**src/rtl/ram512_arbiter.sv**
```systemverilog
// Two-port round-robin arbiter in front of a single-port RAM512 macro.
// One access per two cycles: IDLE issues, RESP returns ack/rdata.
module ram512_arbiter #(
  parameter int BITS = 9
) (
  input  logic            CLK,
  input  logic            RST_N,
  input  logic            p0_req,
  input  logic            p0_we,
  input  logic [7:0]      p0_sel,
  input  logic [BITS-1:0] p0_addr,
  input  logic [63:0]     p0_wdata,
  output logic            p0_ack,
  output logic [63:0]     p0_rdata,
  input  logic            p1_req,
  input  logic            p1_we,
  input  logic [7:0]      p1_sel,
  input  logic [BITS-1:0] p1_addr,
  input  logic [63:0]     p1_wdata,
  output logic            p1_ack,
  output logic [63:0]     p1_rdata,
  output logic            ram_en,
  output logic [7:0]      ram_we,
  output logic [BITS-1:0] ram_a,
  output logic [63:0]     ram_di,
  input  logic [63:0]     ram_do
);

  typedef enum logic {
    IDLE = 1'b0,
    RESP = 1'b1
  } state_e;

  state_e state_q, state_d;
  logic   last_q, last_d;
  logic   win_q, win_d;
  logic   we_q, we_d;
  logic   any_req;
  logic   gnt;

  assign any_req = p0_req | p1_req;
  // On contention the port not granted last wins.
  assign gnt = (p0_req & p1_req) ? ~last_q : p1_req;

  always_ff @(posedge CLK or negedge RST_N) begin
    if (!RST_N) begin
      state_q <= IDLE;
      last_q  <= 1'b1;
      win_q   <= 1'b0;
      we_q    <= 1'b0;
    end else begin
      state_q <= state_d;
      last_q  <= last_d;
      win_q   <= win_d;
      we_q    <= we_d;
    end
  end

  always_comb begin
    state_d = state_q;
    last_d  = last_q;
    win_d   = win_q;
    we_d    = we_q;
    unique case (state_q)
      IDLE: begin
        if (any_req) begin
          state_d = RESP;
          win_d   = gnt;
          last_d  = gnt;
          we_d    = gnt ? p1_we : p0_we;
        end
      end
      RESP: state_d = IDLE;
      default: state_d = IDLE;
    endcase
  end

  always_comb begin
    ram_en   = 1'b0;
    ram_we   = 8'h00;
    ram_a    = '0;
    ram_di   = 64'h0;
    p0_ack   = 1'b0;
    p1_ack   = 1'b0;
    p0_rdata = 64'h0;
    p1_rdata = 64'h0;
    unique case (state_q)
      IDLE: begin
        // Gated by RST_N so an in-flight reset blocks the RAM cycle.
        if (any_req && RST_N) begin
          ram_en = 1'b1;
          ram_a  = gnt ? p1_addr : p0_addr;
          ram_di = gnt ? p1_wdata : p0_wdata;
          if (gnt ? p1_we : p0_we)
            ram_we = gnt ? p1_sel : p0_sel;
        end
      end
      RESP: begin
        if (win_q) begin
          p1_ack = p1_req;
          if (p1_req && !we_q)
            p1_rdata = ram_do;
        end else begin
          p0_ack = p0_req;
          if (p0_req && !we_q)
            p0_rdata = ram_do;
        end
      end
      default: ;
    endcase
  end

endmodule
```
**config.mk**
```make
export PLATFORM = sky130hd
export DESIGN_NAME = ram512_arbiter
export DESIGN_NICKNAME = d
export VERILOG_FILES = /design/src/rtl/ram512_arbiter.sv
export SDC_FILE = /design/constraint.sdc
export NUM_CORES = 1
export LEC_CHECK = 0
export BUFFER_PORTS_ARGS = -buffer_cell sky130_fd_sc_hd__buf_4
export CELL_PAD_IN_SITES_DETAIL_PLACEMENT = 0
export CELL_PAD_IN_SITES_GLOBAL_PLACEMENT = 1
export CORE_AREA = 4 4 172 174
export DETAILED_ROUTE_END_ITERATION = 8
export DIE_AREA = 0 0 176 178
export MAX_ROUTING_LAYER = met4
export PLACE_DENSITY = 0.53
export SETUP_SLACK_MARGIN = 0.1
export SYNTH_ARGS = -nofsm -noshare
export SYNTH_HDL_FRONTEND = slang
export SYNTH_SLANG_ARGS = --single-unit
```
**constraint.sdc**
```tcl
create_clock -name CLK -period 3.4 [get_ports CLK]
set_clock_uncertainty 0.15 [all_clocks]
set_input_delay 0.17 -clock CLK [delete_from_list [all_inputs] [get_ports CLK]]
set_output_delay 0.17 -clock CLK [all_outputs]
set_load 0.02 [all_outputs]
```
==> results of run 1 <==
-- logic make-up (layout without fill, tap and decap cells) --
kind of cell,Yosys count,in the layout,share of synthesized area
flops,4,4,0.0442
compound gates,88,88,0.199
buf+inv,45,462,0.114
simple gates,298,298,0.642
-- state kept, by name (all words and copies together) (netlist names) --
name     flops
last_q       1
we_q         1
state_q      1
win_q        1
-- final cells by class --
class                      instances  area (µm²)
sequential                         4         101
clock buffer                       4        78.8
multi-input combinational        386        1960
fill                            3233       21700
timing repair buffer             455        3430
tap                              378         473
inverter                           3        11.3
-- worst max-delay path, stage by stage (launching register included) --
cell and delay, ps:
dfstp_2 560, a21bo_2 380, buf_4 360, buf_4 200, nand2_1 50, a21oi_1 140, buf_4 160
-- cell usage after synthesis (2+ instances only) --
cell type / instances / area (µm²)
dfrtp_1: 3 / 75.1
nand2_1: 149 / 559
and2_1: 128 / 801
a21oi_1: 82 / 410
buf_4: 15 / 113
buf_2: 23 / 115
nand3_1: 16 / 80.1
nor2b_1: 2 / 12.5
clkbuf_1: 2 / 7.51
a31oi_1: 2 / 12.5
inv_1: 3 / 11.3
-- how the worst max path moves through the flow --
stage | start | to | slack [ps] | cells after the start
CTS | last_q | ram_a[5] | 940 | 6
finish | last_q | ram_a[5] | 990 | 6
floorplan | last_q | ram_di[54] | 1670 | 5
global route | last_q | ram_a[5] | 810 | 6
detailed placement | last_q | ram_a[5] | 1180 | 6
global placement | last_q | ram_di[2] | 1170 | 6
-- power groups by stage --
stage / combinational [W] / clock (W) / sequential [W]
finish: 0.000886 / 0.000188 / 0.0000751
global route: 0.000968 / 0.000201 / 0.0000771
CTS: 0.000906 / 0.000193 / 0.0000750
detailed placement: 0.000902 / 0 / 0.0000758
global placement: 0.000907 / 0 / 0.0000745
floorplan: 0.000431 / 0 / 0.0000678
-- stage by stage --
step / cells / instance area, µm² / worst slack [ps] / util / power [W]
after floorplan: 435 / 2290 / 1670 / - / 0.000499
after global placement: 1225 / 5960 / 1170 / 0.215 / 0.000982
after detailed placement: 1225 / 5960 / 1180 / 0.215 / 0.000977
after CTS: 1230 / 6050 / 942 / 0.218 / 0.00117
after global routing: 1230 / 6050 / 808 / 0.218 / 0.00125
final: 1230 / 6050 / 988 / 0.218 / 0.00115
-- routing by layer --
layer | GRT usage | wire length (µm) | vias to the layer above | share of wire
met5 | - | 0 | - | 0
met1 | 0.121 | 6890 | 1879 | 0.36
li1 | - | - | 2204 | -
met2 | 0.216 | 10400 | 263 | 0.55
met4 | 0.00715 | 117 | 0 | 0.0062
met3 | 0.0231 | 1610 | 6 | 0.085
==> reports/results.ini, run 1 <==
[pwr]
p_comb_frac = 0.771
switchingPower_w = 0.000516
p_int_w = 0.000634
irDropWorstVdd_uv = 122
pwr-share-clk = 0.164
p_leak_nw = 3.29
powerDensity_nw_per_um2 = 190
swShare = 0.449
power_frac_seq = 0.065

[placement]
post-dp-hpwl_mm = 16.2
io_buffers = 443
gp_congestion = 0.767

[clocking]
post_cts_buffers = 0
cts_buffers = 3
postCtsHoldBufs = 1
root_buffer = clkbuf_16
cts_resized = 0
clk_pin_slew_worst_paths_ps = 30
clockBufferDepth = 2
cts.sinks = 4
cts_tree = yes
clock_latency_ps = 220
htreeDepth = 1

[worst_setup_path]
setup.worst_path.end_class = output port
r2r_start = last_q
reg2reg_setup_slack_ps = 1870
r2r_end = we_q
required_ps = 3080
cp_max_fo = 26
r2r_cells = 4
crit_type = flop to output port
arrival_ps = 2090
cp-start-kind = flop

[finish]
final_cell_mix = buf_4 (453), nand2_1 (148), and2_1 (128), a21oi_1 (82), nand3_1 (16)
final_common_cell = buf_4
drive_gt1_frac = 0.545
area_growth_pct = 164
antenna_cells_inserted = 0
finalNetCount = 1085

[global_route]
grt_use_total = 0.111
antenna_found_initial = 0
grt_max_degree = 65
grt_pass1_vias = 4435
grt-ovfl-total = 0
grt_pass1_wl_mm = 26.3

[route]
wl_per_cell_um = 15.4
dr.pass1.iters = 4
vias_per_cell = 3.54
drt_drc_violations_left = 0
antenna_left = 0
drt-initial-drc-count = 98
vias = 4352
wirelength_mm = 19.0

[synthesis]
synthFlopType = dfrtp_1
synth_cells = 435
ys_seq_area_frac = 0.0442
synth_edf_count = 0
syn-mean-instance-area_um2 = 5.27
synth_area_um2 = 2290
synthArstFlopShare = 1.00
yosysUniqueCellTypes = 21
synthesis.nets = 667
synth_seq_cells = 4
ys_warn_count = 0

[min_path]
hold_path_depth = 2
hp-start = p0_req
hold_end = last_q
hold_class = input pin to flop

[status]
status = finished clean

[timing]
final.period_utilization = 0.709
hold_viol = 0
fin_crit_ps = 2410
finalSetupViolCount = 0
worst_slew_pin_slew_ps = 564
setup-tns-final_ps = 0
hold_ws_ps = 26.1
rsz0062_at_grt = no
max_freq_ghz = 0.415
maxSlewViolCount = 0
slew_headroom = 0.624

[floorplanning]
dieArea_um2 = 31300
io_pins = 444
initial_core_util = 0.0825
rows = 61
core_area_um2 = 27800
die_x_um = 176
die-height_um = 178

[run]
drv_cap = 0

(Power assumes the default switching activity.)
==> inputs of run 2 (changes only) <==
--- a/config.mk
+++ b/config.mk
@@ -8,11 +8,11 @@
 export BUFFER_PORTS_ARGS = -buffer_cell sky130_fd_sc_hd__buf_4
 export CELL_PAD_IN_SITES_DETAIL_PLACEMENT = 0
 export CELL_PAD_IN_SITES_GLOBAL_PLACEMENT = 1
-export CORE_AREA = 4 4 172 174
+export CORE_AREA = 4 4 169 171
 export DETAILED_ROUTE_END_ITERATION = 8
-export DIE_AREA = 0 0 176 178
+export DIE_AREA = 0 0 173 175
 export MAX_ROUTING_LAYER = met4
-export PLACE_DENSITY = 0.53
+export PLACE_DENSITY = 0.55
 export SETUP_SLACK_MARGIN = 0.1
 export SYNTH_ARGS = -nofsm -noshare
 export SYNTH_HDL_FRONTEND = slang
==> constraint.sdc (replaced) <==
create_clock -name CLK -period 2.4 [get_ports CLK]
set_clock_uncertainty 0.15 [all_clocks]
set_input_delay 0.12 -clock CLK [delete_from_list [all_inputs] [get_ports CLK]]
set_output_delay 0.12 -clock CLK [all_outputs]
set_load 0.02 [all_outputs]
==> run 2 against run 1 <==
Compared with the run above:
- sequential share of layout area barely moved
- flip-flop and latch count did not move
- combinational power rose by 42%
- via count rose by 1.4%
- critical path depth fell by 1
- clock-buffer cell count did not move
- die area fell by 3.4%
==> reports/results.ini, run 2 (synthesis gave the netlist of run 1 again) <==
[status]
status = finished clean

[timing]
slew_headroom = 0.678
max_freq_ghz = 0.475
rsz0062_at_grt = no
setup-tns-final_ps = 0
worst_slew_pin_slew_ps = 483
maxSlewViolCount = 0
fin_crit_ps = 2110
hold_viol = 0
hold_ws_ps = 53.9
finalSetupViolCount = 0
final.period_utilization = 0.878

[clocking]
clock_latency_ps = 230
postCtsHoldBufs = 2
clk_pin_slew_worst_paths_ps = 30
cts_tree = yes
post_cts_buffers = 0
cts.sinks = 4
cts_buffers = 3
cts_resized = 0
htreeDepth = 1
root_buffer = clkbuf_16
clockBufferDepth = 2

[global_route]
grt_pass1_vias = 4503
grt_use_total = 0.124
grt_pass1_wl_mm = 28.2
antenna_found_initial = 4
grt_max_degree = 65
grt-ovfl-total = 0

[floorplanning]
dieArea_um2 = 30300
rows = 60
io_pins = 444
initial_core_util = 0.0852
core_area_um2 = 26900
die-height_um = 175
die_x_um = 173

[route]
vias = 4412
antenna_left = 0
dr.pass1.iters = 4
drt_drc_violations_left = 0
wl_per_cell_um = 16.9
vias_per_cell = 3.70
drt-initial-drc-count = 142
wirelength_mm = 20.2

[pwr]
powerDensity_nw_per_um2 = 272
p_leak_nw = 3.29
irDropWorstVdd_uv = 146

[finish]
final_common_cell = buf_4
design_area_um2 = 6040
area_growth_pct = 163
drive_gt1_frac = 0.542
final_cell_mix = buf_4 (447), nand2_1 (148), and2_1 (128), a21oi_1 (82), nand3_1 (16)
finalNetCount = 1083
fillers = 3095

[worst_setup_path]
setup.worst_path.end_class = output port
crit_type = flop to output port
cp-start-kind = flop
arrival_ps = 1840
required_ps = 2130
cp_max_fo = 41

[min_path]
hold_class = input pin to flop

[run]
drv_cap = 0

[placement]
post_dp_cell_area_um2 = 5930
io_buffers = 443
gp_congestion = 0.773
post-dp-hpwl_mm = 17.4

[run 2: changes by cell type in the layout (fill, tap and decap cells not counted), sizes merged]
cell         previous run  this run
diode                   0         2
dlygate4sd3             1         2
buf                   454       451
[run 2: worst paths after layout]
| kind | to | startpoint | depth (start not counted) | slack, ps |
|---|---|---|---|---|
| min in group asynchronous | we_q | RST_N | 2 | 160 |
| max | ram_di[30] | state_q | 5 | 290 |
| max in group asynchronous | last_q | RST_N | 2 | 1740 |
| min | last_q | p1_req | 3 | 50 |
| max reg2reg | we_q | last_q | 4 | 810 |
| min reg2reg | win_q | state_q | 1 | 380 |
[run 2: per-stage QoR]
| stage | worst slack (ps) | std cells | utilization | power, W |
|---|---|---|---|---|
| finish | 293 | 1193 | 0.225 | 0.00164 |
| global route | 207 | 1193 | 0.225 | 0.00176 |
| CTS | 265 | 1191 | 0.224 | 0.00167 |
| detailed placement | 514 | 1185 | 0.221 | 0.00139 |
| global placement | 473 | 1185 | 0.221 | 0.00140 |
| floorplan | 716 | 435 | - | 0.000706 |
[run 2: layout make-up]
class                           count  area (µm²)  area share
Antenna cell                        2        5.00    0.000829
Clock buffer                        4        78.8      0.0131
Inverter                            3        11.3     0.00187
Multi-Input combinational cell    386        1960       0.324
Sequential cell                     4         101      0.0168
Tap cell                          341         427      0.0707
Timing Repair Buffer              453        3460       0.573
[run 2: worst max-delay path, stage by stage, from the launching register on]
cell     delay, ps
dfrtp_1        410
o21ba_2        310
nand2_2         70
buf_4          250
a21oi_1        330
buf_4          210
[run 2: routing by layer]
metal,global-route usage,vias to the layer above,routed length (µm)
met1,0.148,1941,8320
met4,0.0130,0,78
li1,-,2204,-
met2,0.225,263,10200
met3,0.0264,4,1600
met5,-,-,0
[run 2: power by group]
part	internal (W)	switching, W	total (W)
logic	0.000597	0.000667	0.00126
clock network	0.000220	0.0000510	0.000271
registers	0.0000866	0.0000206	0.000107
